--- config.mk ---
export PLATFORM = sky130hd
export DESIGN_NAME = serial_tl_host_bridge
export DESIGN_NICKNAME = d
export VERILOG_FILES = /design/src/rtl/serial_tl_host_bridge.sv
export SDC_FILE = /design/constraint.sdc
export NUM_CORES = 1
export LEC_CHECK = 0
export CELL_PAD_IN_SITES_DETAIL_PLACEMENT = 1
export CELL_PAD_IN_SITES_GLOBAL_PLACEMENT = 1
export CORE_MARGIN = 2
export CORE_UTILIZATION = 44
export CTS_CLUSTER_SIZE = 28
export DETAILED_ROUTE_END_ITERATION = 6
export PLACE_DENSITY_LB_ADDON = 0.1
export SLEW_MARGIN = 20
export SYNTH_ARGS = -nofsm -noshare
export SYNTH_HDL_FRONTEND = slang
export SYNTH_SLANG_ARGS = --single-unit
export TNS_END_PERCENT = 30
--- constraint.sdc ---
create_clock -name clock -period 2.5 [get_ports clock]
set_input_delay 0.5 -clock clock [delete_from_list [all_inputs] [get_ports clock]]
set_output_delay 0.5 -clock clock [all_outputs]
set_load 0.01 [all_outputs]
--- src/rtl/serial_tl_host_bridge.sv ---
// Host-side endpoint of the 1-bit serial TileLink link.
// Serializes host words onto the chip's input lane and deserializes the
// chip's output lane into words. Each direction runs at one bit per cycle.
module serial_tl_host_bridge #(
  parameter int unsigned W = 32
) (
  input  logic         clock,
  input  logic         reset_n,
  input  logic         in_valid,
  output logic         in_ready,
  input  logic [W-1:0] in_bits,
  output logic         ser_out_valid,
  input  logic         ser_out_ready,
  output logic         ser_out_bits,
  input  logic         ser_in_valid,
  output logic         ser_in_ready,
  input  logic         ser_in_bits,
  output logic         out_valid,
  input  logic         out_ready,
  output logic [W-1:0] out_bits,
  output logic         tx_busy,
  output logic         rx_partial
);

  localparam int unsigned CW = $clog2(W + 1);
  localparam logic [CW-1:0] CNT_FULL = CW'(W);
  localparam logic [CW-1:0] CNT_ONE  = CW'(1);

  logic [W-1:0]  tx_sr_q, tx_sr_d;
  logic [CW-1:0] tx_cnt_q, tx_cnt_d;
  logic [W-1:0]  rx_sr_q, rx_sr_d;
  logic [CW-1:0] rx_cnt_q, rx_cnt_d;
  logic [W-1:0]  out_bits_q, out_bits_d;
  logic          out_valid_q, out_valid_d;

  logic in_fire, ser_out_fire, ser_in_fire, out_fire;
  logic rx_full, load;

  // Handshake decode; reload on the last bit keeps TX words gapless.
  assign in_ready      = (tx_cnt_q == '0) || ((tx_cnt_q == CNT_ONE) && ser_out_ready);
  assign ser_out_valid = (tx_cnt_q != '0);
  assign ser_out_bits  = tx_sr_q[0];
  assign in_fire       = in_valid && in_ready;
  assign ser_out_fire  = ser_out_valid && ser_out_ready;

  assign rx_full       = (rx_cnt_q == CNT_FULL);
  assign load          = rx_full && (!out_valid_q || out_ready);
  assign ser_in_ready  = !rx_full || load;
  assign ser_in_fire   = ser_in_valid && ser_in_ready;
  assign out_fire      = out_valid_q && out_ready;

  assign out_valid     = out_valid_q;
  assign out_bits      = out_bits_q;
  assign tx_busy       = (tx_cnt_q != '0);
  assign rx_partial    = (rx_cnt_q != '0) && !rx_full;

  // TX shifter: a new word load wins over a shift in the same cycle.
  always_comb begin
    tx_sr_d  = tx_sr_q;
    tx_cnt_d = tx_cnt_q;
    if (in_fire) begin
      tx_sr_d  = in_bits;
      tx_cnt_d = CNT_FULL;
    end else if (ser_out_fire) begin
      tx_sr_d  = tx_sr_q >> 1;
      tx_cnt_d = tx_cnt_q - CNT_ONE;
    end
  end

  // RX assembler and holding register; a full shifter stalls the lane until it can load.
  always_comb begin
    rx_sr_d     = rx_sr_q;
    rx_cnt_d    = rx_cnt_q;
    out_bits_d  = out_bits_q;
    out_valid_d = out_valid_q;
    if (ser_in_fire) begin
      rx_sr_d = {ser_in_bits, rx_sr_q[W-1:1]};
    end
    if (load) begin
      rx_cnt_d    = ser_in_fire ? CNT_ONE : '0;
      out_bits_d  = rx_sr_q;
      out_valid_d = 1'b1;
    end else begin
      if (ser_in_fire) begin
        rx_cnt_d = rx_cnt_q + CNT_ONE;
      end
      if (out_fire) begin
        out_valid_d = 1'b0;
      end
    end
  end

  // State registers; reset discards any partial word in either direction.
  always_ff @(posedge clock or negedge reset_n) begin
    if (!reset_n) begin
      tx_sr_q     <= '0;
      tx_cnt_q    <= '0;
      rx_sr_q     <= '0;
      rx_cnt_q    <= '0;
      out_bits_q  <= '0;
      out_valid_q <= 1'b0;
    end else begin
      tx_sr_q     <= tx_sr_d;
      tx_cnt_q    <= tx_cnt_d;
      rx_sr_q     <= rx_sr_d;
      rx_cnt_q    <= rx_cnt_d;
      out_bits_q  <= out_bits_d;
      out_valid_q <= out_valid_d;
    end
  end

endmodule
Word level (Yosys, flattened, before mapping)
Cells that the tools add are included.
- mux-type cells: 9
- reduce and logical (&&, ||, !) cells: 18
- $add $sub $neg: 2
- eq/ne operators: 2
- operators with widths (cell ; count):
    $mux 32 ; 2
    $mux 6 ; 4
    $reduce_bool 6->1 ; 2
    $logic_and 1x1->1 ; 7
    $add 6x1->6 const B ; 1
    $eq 6x1->1 const B ; 1
    $eq 6x6->1 const B ; 1
    $logic_not 6->1 ; 1
    $reduce_bool 2->1 ; 3
    $sub 6x1->6 const B ; 1
    $logic_or 1x1->1 ; 3
    $mux 1 ; 3
    $logic_not 1->1 ; 2
- flip-flop bits (word level): 109
- word-level logic and storage cells: 37
- output and inout bits: 39
- input port bits: 39

Logic depth before layout (Yosys ltp)
Gate-level depths: netlist of the first run.
- depth after elaboration: 7
- gate-level depth with buffers: 8
- depth with buffers taken out: 6

Worst setup path before layout of the first run
No wires, ideal clock.
- path kind: flip-flop to flip-flop
- start point: register tx_cnt_q[2]
- end point: register tx_sr_q[12]
- arrival: 1.883 ns
- stages on the path, launching flop included: 6
- library setup time: 0.125 ns
- setup slack: 0.492 ns
- path buffers: 1
- period minus slack after synthesis: 2.008 ns
- required time: 2.375 ns
- cell sequence: dfrtp_1 > nor4_4 > nand2_1 > mux2i_4 > buf_4 > mux2_2
- elaborated cells on any way between the ends: 9
- those cells by class: eq/ne (1); mux (1); reduce/logical (7)
- RTL lines (what ; RTL line ; RTL):
    start, declared ; 30 ; logic [CW-1:0] tx_cnt_q, tx_cnt_d;
    start signal, assigned ; 104 ; tx_cnt_q <= tx_cnt_d;
    $reduce_bool 6->1 ; 41 ; assign ser_out_valid = (tx_cnt_q != '0);
    net ser_out_valid ; 12 ; output logic ser_out_valid,
    $logic_and 1x1->1 ; 44 ; assign ser_out_fire = ser_out_valid && ser_out_ready;
    $reduce_bool 2->1 (no line) ; n/a ;
    end signal, assigned ; 103 ; tx_sr_q <= tx_sr_d;
    end, declared ; 29 ; logic [W-1:0] tx_sr_q, tx_sr_d;
The timed path passes the listed nets, and every way through them passes these cells.
A chain may end at the register's enable or synchronous reset.

Worst setup path in the final report of the first run
- start point: register tx_cnt_q[3]
- end point: output port tx_busy
- longest elaborated chain between the ends: 1
- ends and longest elaborated chain (what ; RTL line ; RTL):
    $reduce_bool 6->1 ; 54 ; assign tx_busy = (tx_cnt_q != '0);
    end, declared ; 21 ; output logic tx_busy,
Every way passes these cells.

==> run_results.csv, run 1 <==
group,metric,value,unit
drt,routed_wire_length_per_instance,15.79,um
placed_design,dpl.hpwl,5510,um
clock_network,cts_inserted_buffers,9,
sta,finalWorstPathRequiredPeriod,2.429,ns
synthesis,synth_top_cell_by_area,"sky130_fd_sc_hd__dfrtp_1",
worst_setup_path,path_class,"reg2out",
pwr,cellPowerDensity,920.8,nW/um2
pwr,comb_power_share,0.303,
synthesis,ys_seq_elements,109,
worst_setup_path,cp_num_buf_inv,1,
floorplan,die_width,107.6,um
global_routing,groute.usage.overall,0.1562,
synthesis,synth_area_per_cell,14.90,um2
worst_setup_path,critPathMaxStageDelay,0.52,ns
pwr,switching_share,0.2969,
synthesis,synth_seq_area_share,0.5773,
pwr,cellLeakagePower,2.806,nW
worst_setup_path,rrSetupSlack,0.40,ns
synthesis,yosysWarningCount,0,
global_routing,overflow,0,
floorplan,floorplan.initialDensity,0.4556,
sta,final-setup-viol-count,0,
clock_network,htree_levels,3,
global_routing,number_of_global_route_vias_before_repair,2962,
clock_network,tritoncts,"done",
clock_network,clk_path_buf_depth,2,
floorplan,placementRows,37,
global_routing,grt_antenna_before_repair,0,
synthesis,yosys.area.top_type_share,0.5773,
synthesis,synth-edff-count,0,
worst_setup_path,crit_arrival,1.93,ns
drt,initialDrtViolationCount,120,
floorplan,die-area,11580,um2
pwr,peak_supply_drop,0.4384,mV
sta,tightest_slew,0.5946,ns
worst_setup_path,crit_cells,3,
worst_setup_path,setup.worst_path.end,"tx_busy",
floorplan,fp.coreArea,10370,um2
floorplan,io-pin-count,78,
synthesis,ys_async_sr_fraction,1.000,
sta,finClkSkew,0.01345,ns
drt,antenna_nets_post_route,0,
global_routing,first_pass_grt_wire_length,14230,um
final_layout,layout-drive-gt1-share,0.4261,
clock_network,hold_fix_buffer_count_after_cts,0,
sta,fin_worst_hold_slack,0.1818,ns
sta,maxClockFrequency,411.6,MHz
sta,fin_crit_sh,0.9717,
global_routing,grt_max_degree,110,
worst_setup_path,cp-startpoint,"tx_cnt_q[3]",
worst_setup_path,critical_path_required,2.00,ns
synthesis,synth.top_cells.by_area,"sky130_fd_sc_hd__dfrtp_1 58%, sky130_fd_sc_hd__mux2_2 31%, sky130_fd_sc_hd__ha_1 1.3%",
sta,finalWorstSetupSlack,0.07072,ns
worst_setup_path,critical_path.startpoint_type,"flop",
sta,relSlewSlack,0.6036,
pwr,totalPowerFinal,5.476,mW
run,drv_cap,0,
worst_setup_path,critical_path.max_fanout,6,
pwr,p_int,3.850,mW
worst_setup_path,cp_top_family,"simple AND/OR/NAND/NOR gates",
synthesis,yosys-top-cells-count,"130 x sky130_fd_sc_hd__mux2_2, 109 x sky130_fd_sc_hd__dfrtp_1, 8 x sky130_fd_sc_hd__nand2_1",
synthesis,synthMostInstantiatedCell,"sky130_fd_sc_hd__mux2_2",
synthesis,post_synth_num_cell_types,38,
placed_design,i_o_buffers,77,
clock_network,cts_root_buf,"sky130_fd_sc_hd__clkbuf_8",
final_layout,insertedDiodeCount,0,
worst_setup_path,end_kind,"primary output",
synthesis,synth.cell_area,4725,um2
drt,drtPass1Iterations,4,
clock_network,path_clk_slew,0.10,ns
pwr,pwr-share-clk,0.181,
hold_path,hp-class,"in2async",
drt,avgViaCountPerCell,5.144,
clock_network,numClockSinks,109,
final_layout,syn2layout_area_growth,25.87,%
pwr,seqPwrFrac,0.516,
synthesis,syn_inst,317,
drt,drt-total-wl,8557,um
pwr,switching_power,1.626,mW
sta,hold_viol,0,
final_layout,final_nets,446,
worst_setup_path,cell_with_the_biggest_individual_delay_on_the_critical_path,"sky130_fd_sc_hd__clkdlybuf4s50_1",
worst_setup_path,cells_on_worst_reg2reg_path,6,
worst_setup_path,crit-reg2reg-capture,"tx_sr_q[20]",
run_status,outcome,"finished clean",
worst_setup_path,worstReg2RegStart,"tx_cnt_q[3]",
drt,routed_via_count,2788,
synthesis,synth-main-ff-cell,"sky130_fd_sc_hd__dfrtp_1",
floorplan,die_h,107.6,um
sta,timing.setup.tns,0,ns
clock_network,worst_skew_pair.late_latency,0.36,ns
synthesis,syn-num-nets,361,
placed_design,dp_slack,0.1556,ns
drt,route.detailed.drc,0,
sta,maxSlewViolCount,0,
placed_design,gp_weighted_congestion,0.7480,
worst_setup_path,critical_path_cell_by_cell,"nor4_4 > nand2_2 > clkdlybuf4s50_1",
-- cell families (layout without fill, tap and decap cells) --
kind of cell / Yosys count / in the layout / share of synthesized area
muxes: 133 / 133 / 0.3189
DFF: 109 / 109 / 0.5773
and+or+nand+nor: 33 / 33 / 0.04158
buffers and inverters: 21 / 110 / 0.02251
AOI/OAI and AO/OA: 14 / 14 / 0.02278
adders and majority gates: 5 / 5 / 0.01324
xor gates and xnor gates: 2 / 2 / 0.003708
-- power by group through the flow --
stage | Combinational, mW | Clock [mW] | Sequential (mW)
floorplan | 0.998 | 0 | 2.78
global placement | 1.57 | 0 | 2.82
detailed placement | 1.62 | 0 | 2.85
CTS | 1.64 | 1.04 | 2.83
global route | 1.82 | 1.10 | 2.93
finish | 1.66 | 0.990 | 2.83
-- state kept, by name (all words and copies together) (netlist names) --
signal     flops
tx_sr_q       32
rx_cnt_q       6
tx_cnt_q       6
out_bits      32
rx_sr_q       32
out_valid      1
-- worst min path at each step --
stage | to | slack, ns | cells after the start | start
floorplan | out_bits[0] | 0.20 | 0 | reset_n
global placement | tx_sr_q[28] | 0.48 | 1 | tx_sr_q[28]
detailed placement | tx_sr_q[16] | 0.49 | 1 | tx_sr_q[16]
CTS | tx_cnt_q[4] | 0.23 | 2 | reset_n
global route | tx_sr_q[30] | 0.22 | 2 | reset_n
finish | tx_cnt_q[4] | 0.18 | 2 | reset_n
-- cells in the final DEF (no fill, tap or decap), types with 4 or more instances in the layout --
master,count
sky130_fd_sc_hd__clkbuf_8,9
sky130_fd_sc_hd__dfrtp_1,107
sky130_fd_sc_hd__nor2_1,6
sky130_fd_sc_hd__ha_1,4
sky130_fd_sc_hd__buf_12,5
sky130_fd_sc_hd__nand2_1,7
sky130_fd_sc_hd__buf_4,9
sky130_fd_sc_hd__mux2_2,130
sky130_fd_sc_hd__clkdlybuf4s50_1,73
-- area by class of cell --
| class | instances | area, um2 |
|---|---|---|
| Fill cell | 1026 | 4423 |
| Sequential cell | 109 | 2730 |
| Multi-Input combinational cell | 187 | 1919 |
| Timing Repair Buffer | 90 | 928.4 |
| Tap cell | 136 | 170.2 |
| Clock buffer | 9 | 123.9 |
| Clock inverter | 6 | 56.30 |
| Inverter | 5 | 18.77 |
-- worst register-to-register path: stages, from the launching register on --
cell and delay (ns):
sky130_fd_sc_hd__dfrtp_2 0.46, sky130_fd_sc_hd__nor4_4 0.40, sky130_fd_sc_hd__buf_4 0.18, sky130_fd_sc_hd__nand3_1 0.17, sky130_fd_sc_hd__buf_12 0.23, sky130_fd_sc_hd__mux2_2 0.29
sky130_fd_sc_hd__mux2_2 0.26
-- stage by stage --
| step | util | cell area, um2 | cells |
|---|---|---|---|
| floorplan | - | 4725 | 317 |
| global placement | 0.5507 | 5710 | 523 |
| detailed placement | 0.5507 | 5710 | 523 |
| CTS | 0.5694 | 5904 | 538 |
| global route | 0.5735 | 5947 | 542 |
| finish | 0.5735 | 5947 | 542 |
-- layer usage --
metal,GRT usage,vias up,share of wire
met4,0.05952,0,0.013
met3,0.03632,10,0.052
met5,0,-,0
met2,0.2570,55,0.48
li1,-,1295,-
met1,0.2008,1428,0.45
-- what timing repair did --
item,in CTS,in global routing
cloned,0,0
buffers inserted,0,4
pin swaps,1,3
setup endpoints to repair,4,5
resized for setup,5,8
No activity file was read; power rests on OpenSTA's default activity.
==> inputs of run 2 (changes only) <==
--- a/config.mk
+++ b/config.mk
@@ -12,6 +12,7 @@
 export CTS_CLUSTER_SIZE = 28
 export DETAILED_ROUTE_END_ITERATION = 6
 export PLACE_DENSITY_LB_ADDON = 0.1
+export REMOVE_ABC_BUFFERS = 1
 export SLEW_MARGIN = 20
 export SYNTH_ARGS = -nofsm -noshare
 export SYNTH_HDL_FRONTEND = slang
==> constraint.sdc (replaced) <==
create_clock -name clock -period 2.7 [get_ports clock]
set_input_delay 0.54 -clock clock [delete_from_list [all_inputs] [get_ports clock]]
set_output_delay 0.54 -clock clock [all_outputs]
set_load 0.01 [all_outputs]
==> run_results.csv, run 2 (synthesis gave the netlist of run 1 again) <==
group,metric,value,unit
drt,initialDrtViolationCount,69,
global_routing,first_pass_grt_wire_length,14880,um
worst_setup_path,critical_path.max_fanout,6,
clock_network,hold_fix_buffer_count_after_cts,0,
sta,timing.setup.tns,0,ns
floorplan,die_h,107.6,um
sta,relSlewSlack,0.6636,
pwr,cellPowerDensity,873.9,nW/um2
pwr,pwr-share-clk,0.207,
sta,fin_crit_sh,0.9398,
pwr,p_int,3.720,mW
worst_setup_path,end_kind,"primary output",
placed_design,gp_weighted_congestion,0.7503,
global_routing,grt.busiest_layer,"met2",
placed_design,dp_slack,0.2154,ns
clock_network,htree_levels,3,
sta,finalWorstPathRequiredPeriod,2.537,ns
drt,avgViaCountPerCell,5.172,
drt,routed_wire_length_per_instance,16.60,um
drt,drtPass1Iterations,4,
final_layout,n_fill_cell,1005,
global_routing,grt_antenna_before_repair,0,
global_routing,grt_max_degree,42,
final_layout,final_nets,446,
worst_setup_path,cells_on_worst_reg2reg_path,7,
final_layout,syn2layout_area_growth,26.40,%
clock_network,cts_inserted_buffers,9,
worst_setup_path,critical_path.startpoint_type,"flop",
pwr,totalPowerFinal,5.219,mW
pwr,cellLeakagePower,2.807,nW
final_layout,register_area,2728,um2
pwr,seqPwrFrac,0.501,
sta,finalWorstSetupSlack,0.1625,ns
sta,final-setup-viol-count,0,
clock_network,numClockSinks,109,
worst_setup_path,critPathMaxStageDelay,0.47,ns
worst_setup_path,path_class,"reg2out",
sta,fin_worst_hold_slack,0.1196,ns
final_layout,insertedDiodeCount,0,
sta,hold_viol,0,
final_layout,layout.cells.most_common,"sky130_fd_sc_hd__mux2_2",
drt,drt-total-wl,8999,um
final_layout,multiInputGateArea,1907,um2
pwr,comb_power_share,0.292,
floorplan,fp.coreArea,10370,um2
drt,antenna_nets_post_route,0,
drt,routed_via_count,2803,
worst_setup_path,crit_arrival,2.00,ns
clock_network,worst_skew_pair.late_latency,0.37,ns
pwr,switching_power,1.499,mW
sta,maxClockFrequency,394.1,MHz
sta,finClkSkew,0.01644,ns
pwr,peak_supply_drop,0.4451,mV
clock_network,clk_path_buf_depth,2,
final_layout,highest_count_cells_in_the_layout_ignoring_fill_and_taps,"130 x sky130_fd_sc_hd__mux2_2, 109 x sky130_fd_sc_hd__dfrtp_1, 75 x sky130_fd_sc_hd__clkdlybuf4s50_1, 9 x sky130_fd_sc_hd__clkbuf_8, 9 x sky130_fd_sc_hd__buf_4",
clock_network,tritoncts,"done",
global_routing,grt_use_met3,0.03935,
sta,maxSlewViolCount,0,
floorplan,placementRows,37,
run,drv_cap,0,
placed_design,i_o_buffers,77,
worst_setup_path,critical_path_required,2.16,ns
floorplan,die_width,107.6,um
floorplan,io-pin-count,78,
floorplan,floorplan.initialDensity,0.4556,
worst_setup_path,cell_with_the_biggest_individual_delay_on_the_critical_path,"sky130_fd_sc_hd__clkdlybuf4s50_1",
global_routing,number_of_global_route_vias_before_repair,2950,
drt,route.detailed.drc,0,
hold_path,hp-class,"in2async",
final_layout,fin_util,0.5759,
sta,tightest_slew,0.5047,ns
pwr,switching_share,0.2871,
global_routing,grt_util_met1,0.2156,
placed_design,dpl.hpwl,5956,um
global_routing,groute.usage.overall,0.1660,
global_routing,global_route.usage.met2,0.2713,
run_status,outcome,"finished clean",
global_routing,overflow,0,
worst_setup_path,worstReg2RegStart,"tx_cnt_q[0]",
final_layout,layout-drive-gt1-share,0.4113,
worst_setup_path,critical_path_cell_by_cell,"inv_1 > ha_1 > a21o_1 > and2_1 > clkdlybuf4s50_1",
sta,unrepaired_setup_endpoints_after_global_routing,"false",
clock_network,cts_root_buf,"sky130_fd_sc_hd__clkbuf_8",
clock_network,path_clk_slew,0.11,ns
floorplan,die-area,11580,um2
worst_setup_path,cp-startpoint,"tx_cnt_q[0]",
==> run 2: changes by cell type in the layout (fill, tap and decap cells not counted), sizes merged <==
| cell | previous run | this run |
|---|---|---|
| clkbuf | 10 | 9 |
| dlymetal6s2s | 2 | 1 |
| bufinv | 0 | 2 |
| clkinv | 2 | 1 |
| inv | 8 | 7 |
| clkdlybuf4s50 | 73 | 75 |
==> run 2: power by group through the flow <==
stage          sequential [mW]  combinational [mW]  clock, mW
4_1_cts                   2.62                1.53       1.13
3_3_place_gp              2.60                1.46          0
6_report                  2.61                1.53       1.08
3_5_place_dp              2.64                1.51          0
2_1_floorplan             2.58               0.911          0
5_1_grt                   2.70                1.68       1.19
==> run 2: final timing paths <==
check                                   end  slack [ns]
worst max-delay path               in_ready        0.16
worst min-delay path            tx_cnt_q[4]        0.12
worst max register to register   tx_sr_q[9]        0.58
worst min register to register   tx_sr_q[5]        0.51
max in group asynchronous        rx_sr_q[2]        1.90
min in group clock               tx_sr_q[5]        0.51
==> run 2: final cells by class <==
type                    count  share of cell area
flip-flops and latches    109              0.4567
multi-input cells         187              0.3193
repair buffers             90              0.1559
well taps                 136             0.02849
clock buffers               9             0.02074
clock inverters             6             0.01571
inverters                   5            0.003143
==> run 2: what timing repair did <==
action | CTS | global route
resized for setup | 1 | 2
endpoints found under the hold margin | 0 | 0
setup buffers | 1 | 3
setup endpoints to repair | 1 | 3
==> run 2: per-stage QoR <==
step	area (um2)	cells
floorplan	4637	301
global placement	5710	523
detailed placement	5710	523
CTS	5944	539
global route	5972	542
finish	5972	542
==> run 2: worst max-delay path: cells and delay by family, from the launching register on <==
| family | cells | cell delay, ns |
|---|---|---|
| flip-flops | 1 | 0.44 |
| AO/OA/AOI/OAI | 1 | 0.20 |
| buffers and inverters | 2 | 0.56 |
| AND/OR/NAND/NOR | 1 | 0.16 |
| adder cells (fa/ha/maj) | 1 | 0.28 |
==> run 2: routing by layer <==
metal | up-vias | routed length, um | part of all wire
met2 | 53 | 4530 | 0.50
li1 | 1301 | - | -
met3 | 9 | 416 | 0.046
met1 | 1440 | 3952 | 0.44
met4 | 0 | 100 | 0.011
met5 | - | 0 | 0
==> inputs of run 3 (changes only) <==
--- a/config.mk
+++ b/config.mk
@@ -8,7 +8,7 @@
 export CELL_PAD_IN_SITES_DETAIL_PLACEMENT = 1
 export CELL_PAD_IN_SITES_GLOBAL_PLACEMENT = 1
 export CORE_MARGIN = 2
-export CORE_UTILIZATION = 44
+export CORE_UTILIZATION = 25
 export CTS_CLUSTER_SIZE = 28
 export DETAILED_ROUTE_END_ITERATION = 6
 export PLACE_DENSITY_LB_ADDON = 0.1
==> run_results.csv, run 3 (synthesis gave the netlist of run 1 again) <==
group,metric,value,unit
run_status,outcome,"finished clean",
run,drv_cap,0,
worst_setup_path,critical_path.startpoint_type,"flop",
sta,fin_crit_sh,0.9405,
final_layout,highest_count_cells_in_the_layout_ignoring_fill_and_taps,"130 x sky130_fd_sc_hd__mux2_2, 109 x sky130_fd_sc_hd__dfrtp_1, 75 x sky130_fd_sc_hd__clkdlybuf4s50_1, 9 x sky130_fd_sc_hd__clkbuf_16, 7 x sky130_fd_sc_hd__nand2_1",
global_routing,first_pass_grt_wire_length,16280,um
pwr,peak_supply_drop,0.3237,mV
worst_setup_path,end_kind,"primary output",
sta,tightest_slew,0.5846,ns
worst_setup_path,setup.worst_path.end,"in_ready",
final_layout,layout.cells.most_common,"sky130_fd_sc_hd__mux2_2",
pwr,cellLeakagePower,2.849,nW
clock_network,worst_skew_pair.late_latency,0.35,ns
worst_setup_path,cp-startpoint,"tx_cnt_q[0]",
clock_network,cts_root_buf,"sky130_fd_sc_hd__clkbuf_16",
worst_setup_path,rrSetupSlack,0.57,ns
floorplan,placementRows,50,
placed_design,i_o_buffers,77,
worst_setup_path,worstReg2RegStart,"tx_cnt_q[0]",
global_routing,groute.usage.overall,0.1039,
drt,avgViaCountPerCell,4.387,
sta,maxSlewViolCount,0,
global_routing,overflow,0,
final_layout,layout-drive-gt1-share,0.4099,
floorplan,die_h,141.5,um
clock_network,path_clk_slew,0.07,ns
worst_setup_path,crit-reg2reg-capture,"tx_sr_q[2]",
global_routing,grt_antenna_before_repair,0,
drt,drtPass1Iterations,4,
placed_design,dp_slack,0.2414,ns
drt,routed_wire_length_per_instance,15.36,um
worst_setup_path,critical_path_required,2.16,ns
drt,drt-total-wl,9818,um
floorplan,fp.coreArea,18640,um2
placed_design,gp_weighted_congestion,0.7117,
drt,initialDrtViolationCount,72,
sta,finClkSkew,0.008417,ns
worst_setup_path,path_class,"reg2out",
clock_network,tritoncts,"done",
clock_network,hold_fix_buffer_count_after_cts,0,
floorplan,die_width,141.5,um
final_layout,insertedDiodeCount,0,
placed_design,dpl.hpwl,6214,um
global_routing,grt_max_degree,42,
clock_network,clk_path_buf_depth,2,
clock_network,numClockSinks,109,
final_layout,syn2layout_area_growth,30.80,%
sta,relSlewSlack,0.6102,
worst_setup_path,cells_on_worst_reg2reg_path,7,
clock_network,htree_levels,3,
sta,unrepaired_setup_endpoints_after_global_routing,"false",
worst_setup_path,critical_path.max_fanout,6,
floorplan,die-area,20010,um2
sta,timing.setup.tns,0,ns
floorplan,floorplan.initialDensity,0.2534,
sta,maxClockFrequency,393.8,MHz
sta,finalWorstSetupSlack,0.1607,ns
drt,antenna_nets_post_route,0,
sta,hold_viol,0,
final_layout,fin_util,0.3315,
hold_path,hp-class,"in2async",
drt,routed_via_count,2803,
clock_network,cts_inserted_buffers,9,
sta,finalWorstPathRequiredPeriod,2.539,ns
global_routing,number_of_global_route_vias_before_repair,3080,
floorplan,io-pin-count,78,
final_layout,final_nets,444,
worst_setup_path,crit_arrival,2.00,ns
drt,route.detailed.drc,0,
sta,final-setup-viol-count,0,
pwr,cellPowerDensity,888.8,nW/um2
[run 3: layout make-up]
| class | count | area, um2 |
|---|---|---|
| tap | 234 | 292.8 |
| multi-input combinational | 187 | 1907 |
| inverter | 5 | 18.77 |
| timing repair buffer | 88 | 928.4 |
| clock inverter | 6 | 66.31 |
| fill | 1957 | 12460 |
| sequential | 109 | 2728 |
| clock buffer | 10 | 239.0 |
[run 3: stage by stage]
stage / power [mW] / area (um2) / cells / hold WS (ns)
2_1_floorplan: 3.486 / 4637 / 301 / 0.2444
3_3_place_gp: 4.095 / 5838 / 620 / 0.4819
3_5_place_dp: 4.147 / 5838 / 620 / 0.4881
4_1_cts: 5.604 / 6160 / 637 / 0.2006
5_1_grt: 5.889 / 6180 / 639 / 0.2107
6_report: 5.492 / 6180 / 639 / 0.1816
[run 3: worst max-delay path, stage by stage, from the launching register on]
cell and delay [ns]:
sky130_fd_sc_hd__dfrtp_1 0.43, sky130_fd_sc_hd__inv_1 0.09, sky130_fd_sc_hd__ha_1 0.29, sky130_fd_sc_hd__a21o_1 0.21
sky130_fd_sc_hd__and2_1 0.16, sky130_fd_sc_hd__clkdlybuf4s50_1 0.47
[run 3: what timing repair did]
| action | CTS | global route |
|---|---|---|
| resized for setup | 1 | 2 |
| buffers inserted | 1 | 2 |
| endpoints found under the setup margin | 1 | 3 |
| pin swaps | 0 | 0 |
[run 3: worst min-delay path by stage]
| stage | cells after the start | endpoint | slack [ns] |
|---|---|---|---|
| detailed placement | 1 | tx_sr_q[9] | 0.49 |
| global route | 1 | tx_cnt_q[5] | 0.21 |
| global placement | 1 | tx_sr_q[10] | 0.48 |
| floorplan | 0 | out_bits[0] | 0.24 |
| finish | 1 | tx_cnt_q[5] | 0.18 |
| CTS | 1 | tx_cnt_q[5] | 0.20 |
[run 3: where the power goes]
part / switching (mW) / internal [mW]
clock: 0.626 / 0.753
combinational: 0.518 / 0.984
sequential: 0.407 / 2.20
total: 1.55 / 3.94
[run 3: layer usage]
metal  part of all wire  wire, um  vias up  global-route usage
met5                  0         0        -                   0
met4              0.013       132        0             0.03947
met3              0.059       579        9             0.03577
met2               0.47      4609       54              0.1645
met1               0.46      4496     1445              0.1314
li1                   -         -     1295                   -
